### config.mk
export PLATFORM = sky130hd
export DESIGN_NAME = uart_tx_ctrl
export DESIGN_NICKNAME = d
export VERILOG_FILES = /design/src/rtl/uart_tx_ctrl.sv
export SDC_FILE = /design/constraint.sdc
export NUM_CORES = 1
export LEC_CHECK = 0
export CAP_MARGIN = 20
export CELL_PAD_IN_SITES_DETAIL_PLACEMENT = 0
export CELL_PAD_IN_SITES_GLOBAL_PLACEMENT = 1
export CORE_MARGIN = 1.5
export CORE_UTILIZATION = 42
export CTS_CLUSTER_SIZE = 10
export DETAILED_ROUTE_END_ITERATION = 8
export DONT_BUFFER_PORTS = 1
export PLACE_DENSITY = 0.8
export RECOVER_POWER = 25
export SLEW_MARGIN = 5
export SYNTH_ARGS = -nofsm -noshare
export SYNTH_HDL_FRONTEND = slang
export SYNTH_SLANG_ARGS = --single-unit
### constraint.sdc
create_clock -name clock -period 1.6 [get_ports clock]
set_clock_uncertainty 0.05 [all_clocks]
set_input_delay 0.32 -clock clock [delete_from_list [all_inputs] [get_ports clock]]
set_output_delay 0.32 -clock clock [all_outputs]
set_load 0.01 [all_outputs]
### src/rtl/uart_tx_ctrl.sv
// UART transmitter: 8N1 framing with optional even parity and an internal bit-period counter.
// The line, busy and done outputs are registered and change together with the state on each edge.
module uart_tx_ctrl #(
  parameter int unsigned CLK_FREQ  = 50_000_000,
  parameter int unsigned BAUD_RATE = 115200,
  parameter int unsigned PARITY_EN = 0
) (
  input  logic       clock,
  input  logic       reset,
  input  logic       tx_en_sig,
  input  logic [7:0] tx_data,
  output logic       tx_busy_sig,
  output logic       tx_done_sig,
  output logic       tx_pin_out
);

  localparam int unsigned BPS_CNT = CLK_FREQ / BAUD_RATE;
  localparam int unsigned CNT_W   = (BPS_CNT > 1) ? $clog2(BPS_CNT) : 1;
  localparam logic [CNT_W-1:0] CNT_LAST = CNT_W'(BPS_CNT - 1);

  typedef enum logic [3:0] {
    IDLE   = 4'd0,
    START  = 4'd1,
    DATA0  = 4'd2,
    DATA1  = 4'd3,
    DATA2  = 4'd4,
    DATA3  = 4'd5,
    DATA4  = 4'd6,
    DATA5  = 4'd7,
    DATA6  = 4'd8,
    DATA7  = 4'd9,
    PARITY = 4'd10,
    STOP   = 4'd11,
    BFREE  = 4'd12
  } state_e;

  state_e           state_q, state_d;
  logic [CNT_W-1:0] cnt_q, cnt_d;
  logic [7:0]       shift_q, shift_d;
  logic             par_q, par_d;
  logic             pin_q, pin_d;
  logic             busy_q, busy_d;
  logic             done_q, done_d;
  logic             bit_end;

  assign bit_end = (cnt_q == CNT_LAST);

  always_comb begin
    state_d = state_q;
    cnt_d   = bit_end ? '0 : cnt_q + CNT_W'(1);
    shift_d = shift_q;
    par_d   = par_q;
    pin_d   = pin_q;
    busy_d  = busy_q;
    done_d  = 1'b0;
    case (state_q)
      IDLE: begin
        cnt_d  = '0;
        pin_d  = 1'b1;
        busy_d = 1'b0;
        if (tx_en_sig) begin
          state_d = START;
          shift_d = tx_data;
          par_d   = ^tx_data;
          pin_d   = 1'b0;
          busy_d  = 1'b1;
        end
      end
      // START and DATA0..6 share one path: the next state is the next encoding,
      // and the shift register presents the next data bit at its LSB.
      START, DATA0, DATA1, DATA2, DATA3, DATA4, DATA5, DATA6: begin
        if (bit_end) begin
          state_d = state_e'(state_q + 4'd1);
          pin_d   = shift_q[0];
          shift_d = {1'b0, shift_q[7:1]};
        end
      end
      DATA7: begin
        if (bit_end) begin
          if (PARITY_EN != 0) begin
            state_d = PARITY;
            pin_d   = par_q;
          end else begin
            state_d = STOP;
            pin_d   = 1'b1;
          end
        end
      end
      PARITY: begin
        if (bit_end) begin
          state_d = STOP;
          pin_d   = 1'b1;
        end
      end
      STOP: begin
        if (bit_end) begin
          state_d = BFREE;
          done_d  = 1'b1;
        end
      end
      BFREE: begin
        state_d = IDLE;
        cnt_d   = '0;
        busy_d  = 1'b0;
      end
      default: begin
        state_d = IDLE;
        cnt_d   = '0;
        pin_d   = 1'b1;
        busy_d  = 1'b0;
      end
    endcase
  end

  always_ff @(posedge clock) begin
    if (reset) begin
      state_q <= IDLE;
      cnt_q   <= '0;
      shift_q <= '0;
      par_q   <= 1'b0;
      pin_q   <= 1'b1;
      busy_q  <= 1'b0;
      done_q  <= 1'b0;
    end else begin
      state_q <= state_d;
      cnt_q   <= cnt_d;
      shift_q <= shift_d;
      par_q   <= par_d;
      pin_q   <= pin_d;
      busy_q  <= busy_d;
      done_q  <= done_d;
    end
  end

  assign tx_pin_out  = pin_q;
  assign tx_busy_sig = busy_q;
  assign tx_done_sig = done_q;

endmodule

# --- Word level (Yosys, flattened, before mapping) ---
# Cells that the tools add are included.
op_classes:
  add_sub_neg: 2
  n_eq_ne: 17
  muxes: 15
  bitwise_logic: 3
  n_reduce_logical: 11
op_table:
  columns: ["cell", "n"]
  rows:
  - ["$eq 4x4->1 const B", 5]
  - ["$eq 4x3->1 const B", 4]
  - ["$mux 4", 4]
  - ["$mux 8", 2]
  - ["$pmux 4 s4", 1]
  - ["$pmux 8 s2", 1]
  - ["$reduce_or 11->1", 1]
  - ["$add 9x1->9 const B", 1]
  - ["$eq 9x9->1 const B", 1]
  - ["$eq 4x2->1 const B", 2]
  - ["$reduce_or 8->1", 1]
  - ["$ne 2x2->1 const B", 3]
  - ["$reduce_and 3->1", 2]
  - ["$reduce_or 2->1", 3]
  - ["$mux 1", 5]
  - ["$add 4x1->4 const B", 1]
  - ["$eq 4x1->1 const B", 1]
  - ["$logic_not 4->1", 1]
  - ["$pmux 1 s4", 1]
  - ["$reduce_and 4->1", 1]
  - ["$not 1->1", 3]
  - ["$reduce_or 3->1", 1]
  - ["$ne 2x1->1 const B", 1]
  - ["$pmux 1 s2", 1]
  - ["$reduce_bool 2->1", 1]
totals:
  regBits: 24
  input_bits: 11
  output_inout_bits: 3
  elab_cells: 54

# --- Logic depth before layout (Yosys ltp) ---
logic_depth:
  word_depth: 4
  mapped_depth: 8
  ltp_nobuf: 7

# --- Worst setup path after synthesis ---
# No wires, ideal clock.
synth_path:
  kind: "register -> register"
  from: "reg state_q[0]"
  to: "reg shift_q[7]"
  setup_time_ns: 0.067
  t_arrival_ns: 1.647
  required_ns: 1.483
  setup_slack_ns: -0.163
  stages_incl_launch_ff: 9
  cell_sequence: "dfxtp_1 > inv_1 > ha_1 > nor4b_2 > a211o_1 > a21oi_4 > buf_6 > nand3b_2 > a21oi_2"
synth_via:
  elab_chain_len: 4
synth_lines:
  columns: ["element", "line_no", "text"]
  rows:
  - ["start: declaration", "37", "state_e state_q, state_d;"]
  - ["start signal: assignment", "125", "state_q <= state_d;"]
  - ["$eq 4x1->1 (tied with other cells)", "56", "case (state_q)"]
  - ["$reduce_or 8->1", "56", null]
  - ["$ne 2x2->1 (no line) / $reduce_bool 2->1 (equally long branches)", null, null]
  - ["$reduce_and 3->1 (no line)", null, null]
  - ["end signal: assignment", "127", "shift_q <= shift_d;"]
  - ["end: declaration", "39", "logic [7:0] shift_q, shift_d;"]
# Parallel ways exist; a longest one is shown, timed or not.
# A chain may end at the register's enable or synchronous reset.

# --- Worst setup path after layout ---
# Same ends and word-level chain as after synthesis.

==> reports/summary.txt <==
FLOORPLAN
------------------------------------------------------------------------------------------
Starting utilization of the core area                                                44.8%
Die boundary width                                                                 57.4 µm
Die ar.                                                                           3300 µm²
CORE AREA                                                                         2780 µm²
Number of standard-cell rows in the floorplan                                           19
Io pins                                                                                 14
DIE HEIGHT                                                                         57.4 µm

CTS
------------------------------------------------------------------------------------------
Max clock buf depth                                                                      2
Number of buffers inserted during clock tree synthesis                                   3
TritonCTS clock tree                                                                 built
CTS sink cnt                                                                            24
Root buf cell                                                                 sky130_fd_sc_hd__clkbuf_4
CTS clk-pin slew, worst paths                                                      0.14 ns
Clk Latency, worst-skew pair                                                       0.32 ns
Number of H-tree levels                                                                  1

ROUTE
------------------------------------------------------------------------------------------
Number of vias per cell                                                               5.32
DR vias                                                                               1032
Number of remaining DRC errors                                                           0
Per-cell routed wire length                                                        13.1 µm
DRC marker count from the first detailed-route iteration                                19
DRT antenna net count                                                                    0
DRT Wirelength                                                                     2540 µm
Count of TritonRoute iterations in the first routing pass                                4

STATUS
------------------------------------------------------------------------------------------
Status                                                                        finished, violations left
Violations in the final reports                                               hold timing, setup timing

GRT
------------------------------------------------------------------------------------------
All-layer global routing usage                                                       16.7%
Number of antenna violations at the first check in global routing                        0
Vias in the first global route                                                        1047
Overflow left after global routing                                                       0
Maximum number of pins on one net before global-route repair                            17
Wire length of the first global-routing pass                                       4410 µm

FINAL LAYOUT
------------------------------------------------------------------------------------------
Number of filler cells placed in the layout                                            243
Final nets                                                                             181
Utilization of the core after routing                                                58.8%
Area delta synth->final                                                              31.4%
Fraction of layout instances using a drive strength above 1                          33.1%
Diode count                                                                              0
Post-route design area                                                            1640 µm²

SYNTH
------------------------------------------------------------------------------------------
Fraction of synthesized cell area in xor and xnor cells                              4.92%
Ranking of synthesized cells by area                                          sky130_fd_sc_hd__dfxtp_1 39%, sky130_fd_sc_hd__mux2i_1 6.4%, sky130_fd_sc_hd__ha_1 6.0%
Simple-gate portion of the synthesized area                                          22.1%
Cell variety after synth                                                                40
Share of the synthesized area in compound gates (AO/OA/AOI/OAI)                      17.5%
Ys Warns                                                                                 0
Synthesized cell area                                                             1240 µm²
Seq cells post-synth                                                                    24
Number of synthesized flops with an enable pin                                           0
Biggest area consumer among synthesized cells                                 sky130_fd_sc_hd__dfxtp_1
Share of cell area taken by muxes after synthesis                                    6.43%
Main combinational cell family by area after synthesis                        simple AND/OR/NAND/NOR gates
FFs w/ async S/R, synth                                                                 0%
Syn avg cell area                                                                 8.96 µm²
Post-synthesis net count                                                               156
Top flip-flop cell by instance count after synthesis                          sky130_fd_sc_hd__dfxtp_1
Share of the synthesized area in the top cell type                                   38.6%
Share of synthesized cell area in full adder, half adder and majority cells          6.03%
Seq/Total Area, Yosys                                                                38.6%
Number of standard cells after synthesis                                               139

STA
------------------------------------------------------------------------------------------
Highest attainable clock frequency                                                 579 MHz
Final hold violation count                                                               2
Measured slew at the worst slew-check pin                                         0.340 ns
Count of final max-slew check failures                                                   0
Number of setup violations in the final report                                          23
Final period utilization                                                              108%
Worst slew margin relative to its limit                                              77.3%
Slack of the critical path                                                       -0.126 ns
Clock period minus final worst setup slack                                         1.73 ns
RSZ-0062 raised after global routing                                                   yes
Final hold slack                                                               -0.00832 ns

PWR
------------------------------------------------------------------------------------------
Power density cells                                                            1930 nW/µm²
Portion of total power attributed to sequential cells                                28.9%
Total internal power                                                               1.99 mW
Overall power of the completed layout                                              3.15 mW
Portion of total power attributed to combinational logic                             59.0%
Clock network power share                                                            12.1%
Switching share of power                                                             37.0%
Net switching power of the design                                                  1.17 mW
Leak pwr                                                                          0.672 nW
Worst IR Drop VDD                                                                  1330 µV

HOLD PATH
------------------------------------------------------------------------------------------
Worst hold path type                                                          input port to flop
Worst Hold Launch                                                                    reset
WHS Path Cells                                                                           1
Endpoint, Worst Hold                                                            shift_q[7]

CRITICAL PATH
------------------------------------------------------------------------------------------
Reg-to-reg critical path endpoint                                               shift_q[7]
Worst-path maximum fanout                                                               16
Sort of element at the end of the critical path                                       flop
Critical Path AT                                                                   1.94 ns
Class of the most critical setup path                                         flop to flop
Worst reg2reg path depth                                                                 8
CP Data Required Time                                                              1.81 ns
FF-to-FF Start                                                                  state_q[0]
Kind of launch point of the worst setup path                                          flop
R2R setup slack                                                                   -0.13 ns

PLACE
------------------------------------------------------------------------------------------
Number of port buffers                                                                   0
Routability Congestion                                                               0.742
Total cell area at the placement stage                                            1470 µm²
Post-DP HPWL                                                                       1880 µm

JOB
------------------------------------------------------------------------------------------
Max cap viols                                                                            0

[per-layer routing]
metal  track usage, %  part of all wire [%]  up-vias  wire, µm
met4             5.32                  0.51        0        13
met5                0                     0        -         0
li1                 -                     -      532         -
met1             20.1                    47      484      1200
met2             30.0                    49       14      1240
met3             2.49                   3.1        2        78
[power by group through the flow]
| stage | Clock, mW | Sequential (mW) | Combinational [mW] |
|---|---|---|---|
| detailed placement | 0 | 0.900 | 1.51 |
| global route | 0.408 | 0.937 | 2.05 |
| finish | 0.381 | 0.912 | 1.86 |
| floorplan | 0 | 0.864 | 1.11 |
| CTS | 0.396 | 0.901 | 1.65 |
| global placement | 0 | 0.886 | 1.47 |
[sequential cells by signal (all words and copies together) (netlist names)]
signal	flops
tx_done_sig	1
shift_q	8
cnt_q	9
tx_busy_sig	1
state_q	4
tx_pin_out	1
[cells by family (layout without fill, tap and decap cells)]
kind of cell               after synthesis  in the layout
AOI/OAI and AO/OA                       32             32
xor gates and xnor gates                 7              7
muxes                                    8              8
DFF                                     24             24
adders and majority gates                6              6
buffers and inverters                   11             35
and+or+nand+nor                         51             51
[worst max-delay path: stages (launching register included)]
cell and delay [ns]:
sky130_fd_sc_hd__dfxtp_4 0.40, sky130_fd_sc_hd__inv_6 0.08, sky130_fd_sc_hd__ha_4 0.19, sky130_fd_sc_hd__nor4b_4 0.28, sky130_fd_sc_hd__a211o_1 0.20, sky130_fd_sc_hd__a21oi_4 0.05
sky130_fd_sc_hd__buf_12 0.15, sky130_fd_sc_hd__nand2b_4 0.13, sky130_fd_sc_hd__a21oi_2 0.12
[cell usage in the layout (no fill, tap or decap), drive strengths merged, types with 2 or more instances in the layout]
cell,instances
nor2,16
o21ai,9
ha,6
nand3b,2
nor3,2
xnor2,4
buf,26
and3,2
xor2,3
nand2b,4
a22oi,2
nand2,12
dfxtp,24
a21oi,12
clkbuf,4
nand3,6
nor4b,3
mux2i,8
nor2b,2
inv,5
o211ai,2
[through the flow]
step / std cells / setup WS (ns) / setup TNS [ns]
after floorplan: 139 / -0.0263 / -0.0775
after global placement: 182 / -0.108 / -0.704
after detailed placement: 182 / -0.175 / -1.28
after CTS: 188 / -0.143 / -1.94
after global routing: 194 / -0.213 / -3.86
final: 194 / -0.126 / -1.85
[synthesized netlist by cell type, types with 2 or more instances]
master	instances
sky130_fd_sc_hd__nor4b_2	2
sky130_fd_sc_hd__o211ai_1	2
sky130_fd_sc_hd__and3_1	2
sky130_fd_sc_hd__buf_2	2
sky130_fd_sc_hd__nor2_1	16
sky130_fd_sc_hd__clkbuf_1	2
sky130_fd_sc_hd__nand3_1	5
sky130_fd_sc_hd__xor2_1	3
sky130_fd_sc_hd__xnor2_1	4
sky130_fd_sc_hd__inv_1	5
sky130_fd_sc_hd__mux2i_1	8
sky130_fd_sc_hd__dfxtp_1	24
sky130_fd_sc_hd__o21ai_0	6
sky130_fd_sc_hd__nand2_1	12
sky130_fd_sc_hd__nor2b_1	2
sky130_fd_sc_hd__nand2b_1	4
sky130_fd_sc_hd__a21oi_2	2
sky130_fd_sc_hd__o21ai_1	3
sky130_fd_sc_hd__a21oi_1	9
sky130_fd_sc_hd__ha_1	6
[what timing repair did]
action	CTS	global route
setup endpoints to repair	13	22
setup buffers	2	6
endpoints found under the hold margin	4	5
resized for setup	8	11
pin swaps	10	7
[how the worst max path moves through the flow]
stage | start | end | slack, ns | cells past startpoint
after floorplan | state_q[0] | shift_q[5] | -0.03 | 8
after global placement | state_q[1] | state_q[1] | -0.11 | 7
after detailed placement | state_q[1] | state_q[1] | -0.18 | 7
after CTS | state_q[0] | shift_q[7] | -0.14 | 8
after global routing | state_q[1] | state_q[1] | -0.21 | 7
final | state_q[0] | shift_q[7] | -0.13 | 8
[area by class of cell]
class | instances | area, µm² | area share (%)
multi-input cells | 104 | 818 | 50.0
flip-flops and latches | 24 | 489 | 29.9
repair buffers | 26 | 215 | 13.2
clock buffers | 4 | 47.5 | 2.91
well taps | 31 | 38.8 | 2.37
inverters | 5 | 26.3 | 1.61
Note: power is estimated with default switching activity, not from simulation.
